$ cat src/rtl/logic_unit_pipe_if.sv
// Handshake and data bundle between an upstream source, the logic unit and a
// downstream sink. The slave modport is the logic unit's view.
interface logic_unit_pipe_if #(
  parameter int unsigned WIDTH = 8,
  parameter int unsigned CNT_W = 16
);
  logic             IN_VALID;
  logic             IN_READY;
  logic [WIDTH-1:0] A;
  logic [WIDTH-1:0] B;
  logic [2:0]       OP;
  logic             OUT_VALID;
  logic             OUT_READY;
  logic [WIDTH-1:0] Y;
  logic             ZERO;
  logic             PARITY;
  logic [CNT_W-1:0] COUNT;

  modport master (
    output IN_VALID, A, B, OP, OUT_READY,
    input  IN_READY, OUT_VALID, Y, ZERO, PARITY, COUNT
  );

  modport slave (
    input  IN_VALID, A, B, OP, OUT_READY,
    output IN_READY, OUT_VALID, Y, ZERO, PARITY, COUNT
  );
endinterface

$ cat src/rtl/logic_unit_pipe.sv
// Two-stage valid/ready pipelined bitwise logic unit with an XOR accumulator,
// registered zero/parity flags and a wrapping count of delivered results.
module logic_unit_pipe #(
  parameter int unsigned WIDTH = 8,
  parameter int unsigned CNT_W = 16
) (
  input  logic               CLK,
  input  logic               RST,
  logic_unit_pipe_if.slave   bus
);

  typedef enum logic [2:0] {
    OP_AND  = 3'd0,
    OP_NAND = 3'd1,
    OP_OR   = 3'd2,
    OP_NOR  = 3'd3,
    OP_NOT  = 3'd4,
    OP_XOR  = 3'd5,
    OP_XNOR = 3'd6,
    OP_ACC  = 3'd7
  } op_e;

  // Stage 1: captured operands
  logic             s1_v_q;
  logic [WIDTH-1:0] a_s1_q;
  logic [WIDTH-1:0] b_s1_q;
  op_e              op_s1_q;

  // Stage 2: registered result and flags
  logic             out_valid_q;
  logic [WIDTH-1:0] y_q;
  logic             zero_q;
  logic             parity_q;

  logic [WIDTH-1:0] acc_q;
  logic [WIDTH-1:0] acc_d;
  logic [WIDTH-1:0] y_d;
  logic [CNT_W-1:0] count_q;

  logic s2_ready;
  logic in_ready;
  logic in_fire;
  logic advance;
  logic out_fire;

  // The only combinational input-to-output path is OUT_READY -> IN_READY.
  assign s2_ready = !out_valid_q || bus.OUT_READY;
  assign in_ready = !s1_v_q || s2_ready;
  assign in_fire  = bus.IN_VALID && in_ready;
  assign advance  = s1_v_q && s2_ready;
  assign out_fire = out_valid_q && bus.OUT_READY;

  always_comb begin
    y_d   = '0;
    acc_d = acc_q;
    unique case (op_s1_q)
      OP_AND:  y_d = a_s1_q & b_s1_q;
      OP_NAND: y_d = ~(a_s1_q & b_s1_q);
      OP_OR:   y_d = a_s1_q | b_s1_q;
      OP_NOR:  y_d = ~(a_s1_q | b_s1_q);
      OP_NOT:  y_d = ~a_s1_q;
      OP_XOR:  y_d = a_s1_q ^ b_s1_q;
      OP_XNOR: y_d = ~(a_s1_q ^ b_s1_q);
      OP_ACC: begin
        acc_d = acc_q ^ a_s1_q;
        y_d   = acc_d;
      end
    endcase
  end

  // NOTE: sequential state uses non-blocking assignments so every register
  // samples the pre-edge values, independent of block ordering.
  always_ff @(posedge CLK) begin
    if (RST) begin
      s1_v_q <= 1'b0;
    end else if (in_ready) begin
      s1_v_q <= bus.IN_VALID;
    end
  end

  // NOTE: the stage-1 payload has no reset; s1_v_q alone qualifies it.
  always_ff @(posedge CLK) begin
    if (in_fire) begin
      a_s1_q  <= bus.A;
      b_s1_q  <= bus.B;
      op_s1_q <= op_e'(bus.OP);
    end
  end

  always_ff @(posedge CLK) begin
    if (RST) begin
      out_valid_q <= 1'b0;
      y_q         <= '0;
      zero_q      <= 1'b1;
      parity_q    <= 1'b0;
      acc_q       <= '0;
    end else begin
      if (s2_ready) begin
        out_valid_q <= s1_v_q;
      end
      if (advance) begin
        y_q      <= y_d;
        zero_q   <= ~|y_d;
        parity_q <= ^y_d;
        acc_q    <= acc_d;
      end
    end
  end

  always_ff @(posedge CLK) begin
    if (RST) begin
      count_q <= '0;
    end else if (out_fire) begin
      count_q <= count_q + CNT_W'(1);
    end
  end

  assign bus.IN_READY  = in_ready;
  assign bus.OUT_VALID = out_valid_q;
  assign bus.Y         = y_q;
  assign bus.ZERO      = zero_q;
  assign bus.PARITY    = parity_q;
  assign bus.COUNT     = count_q;

endmodule

$ cat src/flat_wrapper.sv
// flat-port wrapper written by rule: the top's interface ports become plain ports
module logic_unit_pipe_flat 
#(
  parameter int unsigned WIDTH = 8,
  parameter int unsigned CNT_W = 16
)
  (CLK, RST, bus_IN_VALID, bus_A, bus_B, bus_OP, bus_OUT_READY, bus_IN_READY, bus_OUT_VALID, bus_Y, bus_ZERO, bus_PARITY, bus_COUNT);
  logic_unit_pipe_if #(.WIDTH(WIDTH), .CNT_W(CNT_W)) bus_i ();
  input  logic CLK;
  input  logic RST;
  input wire logic [$bits(bus_i.IN_VALID)-1:0] bus_IN_VALID;
  input wire logic [$bits(bus_i.A)-1:0] bus_A;
  input wire logic [$bits(bus_i.B)-1:0] bus_B;
  input wire logic [$bits(bus_i.OP)-1:0] bus_OP;
  input wire logic [$bits(bus_i.OUT_READY)-1:0] bus_OUT_READY;
  output wire logic [$bits(bus_i.IN_READY)-1:0] bus_IN_READY;
  output wire logic [$bits(bus_i.OUT_VALID)-1:0] bus_OUT_VALID;
  output wire logic [$bits(bus_i.Y)-1:0] bus_Y;
  output wire logic [$bits(bus_i.ZERO)-1:0] bus_ZERO;
  output wire logic [$bits(bus_i.PARITY)-1:0] bus_PARITY;
  output wire logic [$bits(bus_i.COUNT)-1:0] bus_COUNT;
  assign bus_i.IN_VALID = bus_IN_VALID;
  assign bus_i.A = bus_A;
  assign bus_i.B = bus_B;
  assign bus_i.OP = bus_OP;
  assign bus_i.OUT_READY = bus_OUT_READY;
  assign bus_IN_READY = bus_i.IN_READY;
  assign bus_OUT_VALID = bus_i.OUT_VALID;
  assign bus_Y = bus_i.Y;
  assign bus_ZERO = bus_i.ZERO;
  assign bus_PARITY = bus_i.PARITY;
  assign bus_COUNT = bus_i.COUNT;
  logic_unit_pipe #(.WIDTH(WIDTH), .CNT_W(CNT_W)) u_core (.CLK(CLK), .RST(RST), .bus(bus_i));
endmodule
$ cat config.mk
export PLATFORM = sky130hd
export DESIGN_NAME = logic_unit_pipe_flat
export DESIGN_NICKNAME = d
export VERILOG_FILES = /design/src/rtl/logic_unit_pipe_if.sv /design/src/rtl/logic_unit_pipe.sv /design/src/flat_wrapper.sv
export SDC_FILE = /design/constraint.sdc
export NUM_CORES = 1
export LEC_CHECK = 0
export ABC_AREA = 1
export CAP_MARGIN = 20
export CORE_MARGIN = 2
export CORE_UTILIZATION = 50
export CTS_BUF_LIST = sky130_fd_sc_hd__clkbuf_4
export DETAILED_ROUTE_END_ITERATION = 8
export GPL_TIMING_DRIVEN = 0
export PLACE_DENSITY = 0.8
export SLEW_MARGIN = 10
export SYNTH_ARGS = -nofsm -noshare
export SYNTH_HDL_FRONTEND = slang
export SYNTH_SLANG_ARGS = --single-unit
$ cat constraint.sdc
create_clock -name CLK -period 4.9 [get_ports CLK]
set_clock_uncertainty 0.2 [all_clocks]
set_input_delay 0.49 -clock CLK [delete_from_list [all_inputs] [get_ports CLK]]
set_output_delay 0.49 -clock CLK [all_outputs]
set_load 0.005 [all_outputs]
### Yosys cells after proc, flatten, opt, wreduce, memory -nomap -nowiden

Cells that the tools add are included.
Widths: inputs -> output; s select.

| storage, ports and cells | value |
|---|---|
| word-level logic and storage cells | 39 |
| input bits | 23 |
| register bits after elaboration | 55 |
| output and inout port bits | 28 |

| operators by class | value |
|---|---|
| bitwise operators | 8 |
| reduce and logical (&&, ||, !) cells | 12 |
| mux-type cells | 1 |
| $add $sub $neg | 1 |
| eq/ne operators | 7 |

Operator list:

| kind | count |
|---|---|
| $pmux 8 s8 | 1 |
| $not 8->8 | 4 |
| $add 16x1->16 const B | 1 |
| $xor 8x8->8 | 2 |
| $eq 3x3->1 const B | 4 |
| $and 8x8->8 | 1 |
| $or 8x8->8 | 1 |
| $reduce_or 8->1 | 1 |
| $reduce_xor 8->1 | 1 |
| $eq 3x2->1 const B | 2 |
| $eq 3x1->1 const B | 1 |
| $logic_and 1x1->1 | 3 |
| $logic_not 1->1 | 3 |
| $logic_not 3->1 | 1 |
| $logic_or 1x1->1 | 2 |
| $reduce_and 2->1 | 1 |

### Logic depth before layout (Yosys ltp)

| depth | value |
|---|---|
| depth in word-level cells | 5 |
| gate-level depth with buffers | 13 |
| gate-level depth less buffers | 13 |

### Worst setup path after synthesis

Ideal clock, no wire load.

| path | value |
|---|---|
| kind | flip-flop to flip-flop |
| from | register u_core.op_s1_q[0] |
| to | register u_core.parity_q (netlist: u_core.bus.PARITY) |
| arrival | 1943 ps |
| period minus slack after synthesis | 2259 ps |
| library setup time | 115 ps |
| required time | 4585 ps |
| path slack | 2641 ps |
| path buffers | 1 |
| stages on the path, launching flop included | 12 |
| path through | edfxtp_1 buf_4 nor2_8 nand2_1 inv_2 nand2_1 and3_1 ha_1 xor2_1 xnor2_1 o21ai_0 inv_1 |

| on the way | value |
|---|---|
| cells in the longest elaborated chain, start to end | 3 |
| elaborated cells between the ends (all ways) | 10 |
| those cells by class | eq/ne: 7; mux: 1; reduce/logical: 2 |

RTL lines:

| item | RTL line | source |
|---|---|---|
| start: declaration | logic_unit_pipe.sv:27 | `op_e op_s1_q;` |
| start signal: assignment | logic_unit_pipe.sv:86 | `op_s1_q <= op_e'(bus.OP);` |
| $eq 3x3->1, or another cell as far along | logic_unit_pipe.sv:56 | `unique case (op_s1_q)` |
| $pmux 8 s8 * | logic_unit_pipe.sv:56 |  |
| $reduce_xor 8->1 * | logic_unit_pipe.sv:104 | `parity_q <= ^y_d;` |
| end signal: assignment | logic_unit_pipe.sv:104 |  |
| end: declaration | logic_unit_pipe.sv:33 | `logic parity_q;` |

Mark *: on every way between the ends. The rest lies on a longest branch, timed or not.
A chain may end at the register's enable or synchronous reset.

### Worst setup path after layout

Ends and elaborated chain as after synthesis.

==> results.py <==
metrics = {
    "power": {
        "peakVddDrop_uv": 131,
        "p_switching_mw": 0.262,
        "p_sw_share_pct": 29.2,
        "pwr-share-seq_pct": 56.1,
        "comb_power_share_pct": 20.5,
        "p_leak_nw": 1.73,
        "clkPwrFrac_pct": 23.4,
        "power.internal_mw": 0.638,
        "power_density_nw_per_um2": 230,
    },
    "clock_network": {
        "cts.sinks": 55,
        "ctsHoldBuffers": 0,
        "insertion_delay_ns": 0.39,
        "htree_levels": 2,
        "cts_tree": "built",
        "cts_resized": 0,
        "cts_made_buffers": 5,
        "root_buffer": "clkbuf_4",
        "cts_setup_buffers": 0,
        "path_clk_slew_ns": 0.16,
        "cts_buffer_depth": 2,
    },
    "timing": {
        "slew_headroom_pct": 47.8,
        "tns_ns": 0,
        "finalHoldViolCount": 0,
        "setup_violations": 0,
        "fin_crit_sh_pct": 51.9,
        "whs_ns": 0.294,
        "tightest_slew_ns": 0.782,
        "rsz0062_at_grt": "false",
        "timing.fmax_mhz": 393,
        "drv_slew": 0,
        "fin_crit_ns": 2.54,
    },
    "logic_synthesis": {
        "synth_top_area_cell": "dfxtp_1",
        "synth_cell_types": 32,
        "ys_seq_elements": 55,
        "synth-adder-area-share_pct": 8.05,
        "avgSynthCellArea_um2": 7.56,
        "synth_top_flop_cell": "dfxtp_1",
        "synth_fp_nets": 476,
        "yosys.area_share.simple_pct": 36.5,
        "synthXorXnorAreaFrac_pct": 0.805,
        "synthMuxAreaShare_pct": 0,
        "ys_async_sr_fraction_pct": 0,
        "synth-compound-area-share_pct": 5.60,
        "yosys_warnings": 0,
        "synth-edff-count": 19,
        "synth_top_area_share_pct": 22.1,
        "synth_area_leaders": "dfxtp_1 22%, edfxtp_1 17%, nand2_1 11%",
        "synthesis.instances": 432,
        "synth_top_family_by_area": "simple AND/OR/NAND/NOR gates",
        "synth-seq-area-share_pct": 39.6,
        "synth_area_um2": 3260,
    },
    "critical_path": {
        "critPathSlowestCell": "edfxtp_1",
        "worstSetupStartpointType": "register",
        "r2r_cells": 11,
        "cp_data_arrival_time_ns": 2.64,
        "worstPathRequired_ns": 5.00,
        "critPathMaxFanout": 10,
        "path_class": "register to register",
        "cpMostUsedCell": "nand2_1",
        "crit_chain": "buf_4 > nor2_8 > nand2_1 > inv_2 > nand2_1 > and3_1 > ha_1 > xor2_1 > xnor2_1 > o21ai_0 > inv_1",
        "cp-end-kind": "register",
        "slowest_delay_ns": 0.49,
    },
    "floorplan": {
        "initial_core_util_pct": 51.4,
        "core_um2": 6350,
        "die-area_um2": 7190,
        "die_w_um": 84.8,
        "rows": 29,
        "boundaryPins": 51,
        "die_height_um": 84.8,
    },
    "detailed_routing": {
        "dr.pass1.iters": 4,
        "routed_wirelength_um": 7100,
        "vias": 2986,
        "wl_per_cell_um": 12.5,
        "drc": 0,
        "routed_via_density": 5.28,
        "first_iter_violations": 295,
        "drt.antenna.violating_nets": 0,
    },
    "global_route": {
        "grt_pass1_wl_um": 11900,
        "antenna_found_initial": 0,
        "grt-ovfl-total": 0,
        "grt_pass1_vias": 2772,
        "track_usage_pct": 20.4,
        "grt_max_degree": 20,
    },
    "worst_hold_path": {
        "hold_class": "register to register",
        "min_path_cells": 2,
    },
    "run_status": {
        "status": "complete, no violations",
    },
    "finish": {
        "fill_cells": 550,
        "layout-drive-gt1-share_pct": 6.95,
        "area_growth_pct": 19.8,
        "nNetsFinal": 532,
        "antenna_cells": 0,
    },
    "flow_run": {
        "max-cap-violations": 0,
    },
    "placed_design": {
        "portBuffers": 49,
        "place.gp.congestion": 0.898,
        "dp_hpwl_um": 5260,
    },
}
Yosys cell counts, types with 2 or more instances:
cell type / instances
o21ai_0: 8
buf_2: 3
nor2_4: 3
inv_4: 2
xnor2_1: 2
nand2_1: 96
inv_1: 51
edfxtp_1: 19
nor2_1: 64
buf_6: 2
a211oi_2: 2
a211oi_1: 4
nand4_1: 19
a21oi_1: 14
clkbuf_1: 6
o21ai_1: 2
buf_4: 4
nand3_1: 25
nor3_1: 7
inv_2: 4
dfxtp_1: 36
nand3_2: 2
nand3b_1: 21
ha_1: 21
and3_1: 8
critical path, delay by kind of cell (launching register included):
family                     cells  cell delay (ns)
xor gates and xnor gates       2             0.31
adders and majority gates      1             0.30
and+or+nand+nor                4             0.57
DFF                            1             0.49
buffers and inverters          3             0.44
AOI/OAI and AO/OA              1             0.14
through the flow:
| stage | total power [mW] | cells | setup slack (ns) | util (%) | cell area (µm²) |
|---|---|---|---|---|---|
| 4_1_cts | 0.907 | 566 | 2.36 | 61.6 | 3910 |
| 3_3_place_gp | 0.693 | 558 | 2.41 | 60.7 | 3850 |
| 3_5_place_dp | 0.698 | 558 | 2.38 | 60.7 | 3850 |
| 5_1_grt | 0.945 | 566 | 2.09 | 61.6 | 3910 |
| 2_1_floorplan | 0.632 | 432 | 2.64 | - | 3260 |
| 6_report | 0.900 | 566 | 2.36 | 61.6 | 3910 |
registers in the layout, summed over array words and instances, names as in the netlist:
register / count
u_core.bus.ZERO: 1
u_core.a_s1_q: 8
u_core.bus.OUT_VALID: 1
u_core.b_s1_q: 8
u_core.bus.Y: 8
u_core.op_s1_q: 3
u_core.bus.COUNT: 16
u_core.s1_v_q: 1
u_core.bus.PARITY: 1
u_core.acc_q: 8
cells in the final DEF (no fill, tap or decap), types with 4 or more instances in the layout:
| cell | n |
|---|---|
| dfxtp_1 | 36 |
| ha_1 | 21 |
| inv_1 | 51 |
| and3_1 | 8 |
| nor3_1 | 7 |
| nor2_1 | 64 |
| a21oi_1 | 14 |
| nand3b_1 | 21 |
| clkbuf_1 | 6 |
| a211oi_1 | 4 |
| clkbuf_4 | 5 |
| o21ai_0 | 8 |
| nand2_1 | 96 |
| inv_2 | 4 |
| edfxtp_1 | 19 |
| nand4_1 | 19 |
| nand3_1 | 25 |
| clkdlybuf4s50_1 | 49 |
| buf_4 | 4 |
metal layers:
| layer | share of wire (%) | vias up | global-route usage, % |
|---|---|---|---|
| li1 | - | 1528 | - |
| met1 | 46 | 1367 | 27.6 |
| met2 | 47 | 78 | 33.1 |
| met3 | 5.2 | 13 | 3.34 |
| met4 | 1.8 | 0 | 7.50 |
| met5 | 0 | - | 0 |
final timing paths:
path / start / end / slack, ns
hold / removal: u_core.acc_q[0] / u_core.acc_q[0] / 0.29
setup / recovery: u_core.op_s1_q[0] / u_core.bus.PARITY / 2.36
setup reg to reg: u_core.op_s1_q[0] / u_core.bus.PARITY / 2.36
hold reg to reg: u_core.acc_q[0] / u_core.acc_q[0] / 0.29
cell type report:
| type | instances | area [µm²] | area share [%] |
|---|---|---|---|
| Buffer | 15 | 90.1 | 2.30 |
| Clock buffer | 5 | 37.5 | 0.960 |
| Clock inverter | 3 | 22.5 | 0.576 |
| Inverter | 57 | 219 | 5.60 |
| Multi-Input combinational cell | 305 | 1660 | 42.5 |
| Sequential cell | 55 | 1290 | 33.0 |
| Tap cell | 77 | 96.3 | 2.46 |
| Timing Repair Buffer | 49 | 490 | 12.5 |
power groups by stage:
stage | clock, mW | combinational [mW] | sequential (mW)
after floorplan | 0 | 0.119 | 0.513
after global placement | 0 | 0.179 | 0.514
after detailed placement | 0 | 0.183 | 0.515
after CTS | 0.218 | 0.184 | 0.505
after global routing | 0.231 | 0.207 | 0.508
final | 0.211 | 0.185 | 0.505
logic make-up (layout without fill, tap and decap cells):
logic type / after synthesis / after routing
fa+ha+maj: 21 / 21
flops: 55 / 55
buf+inv: 72 / 129
xor+xnor: 3 / 3
simple gates: 250 / 250
compound gates: 31 / 31
(Power assumes the default switching activity.)
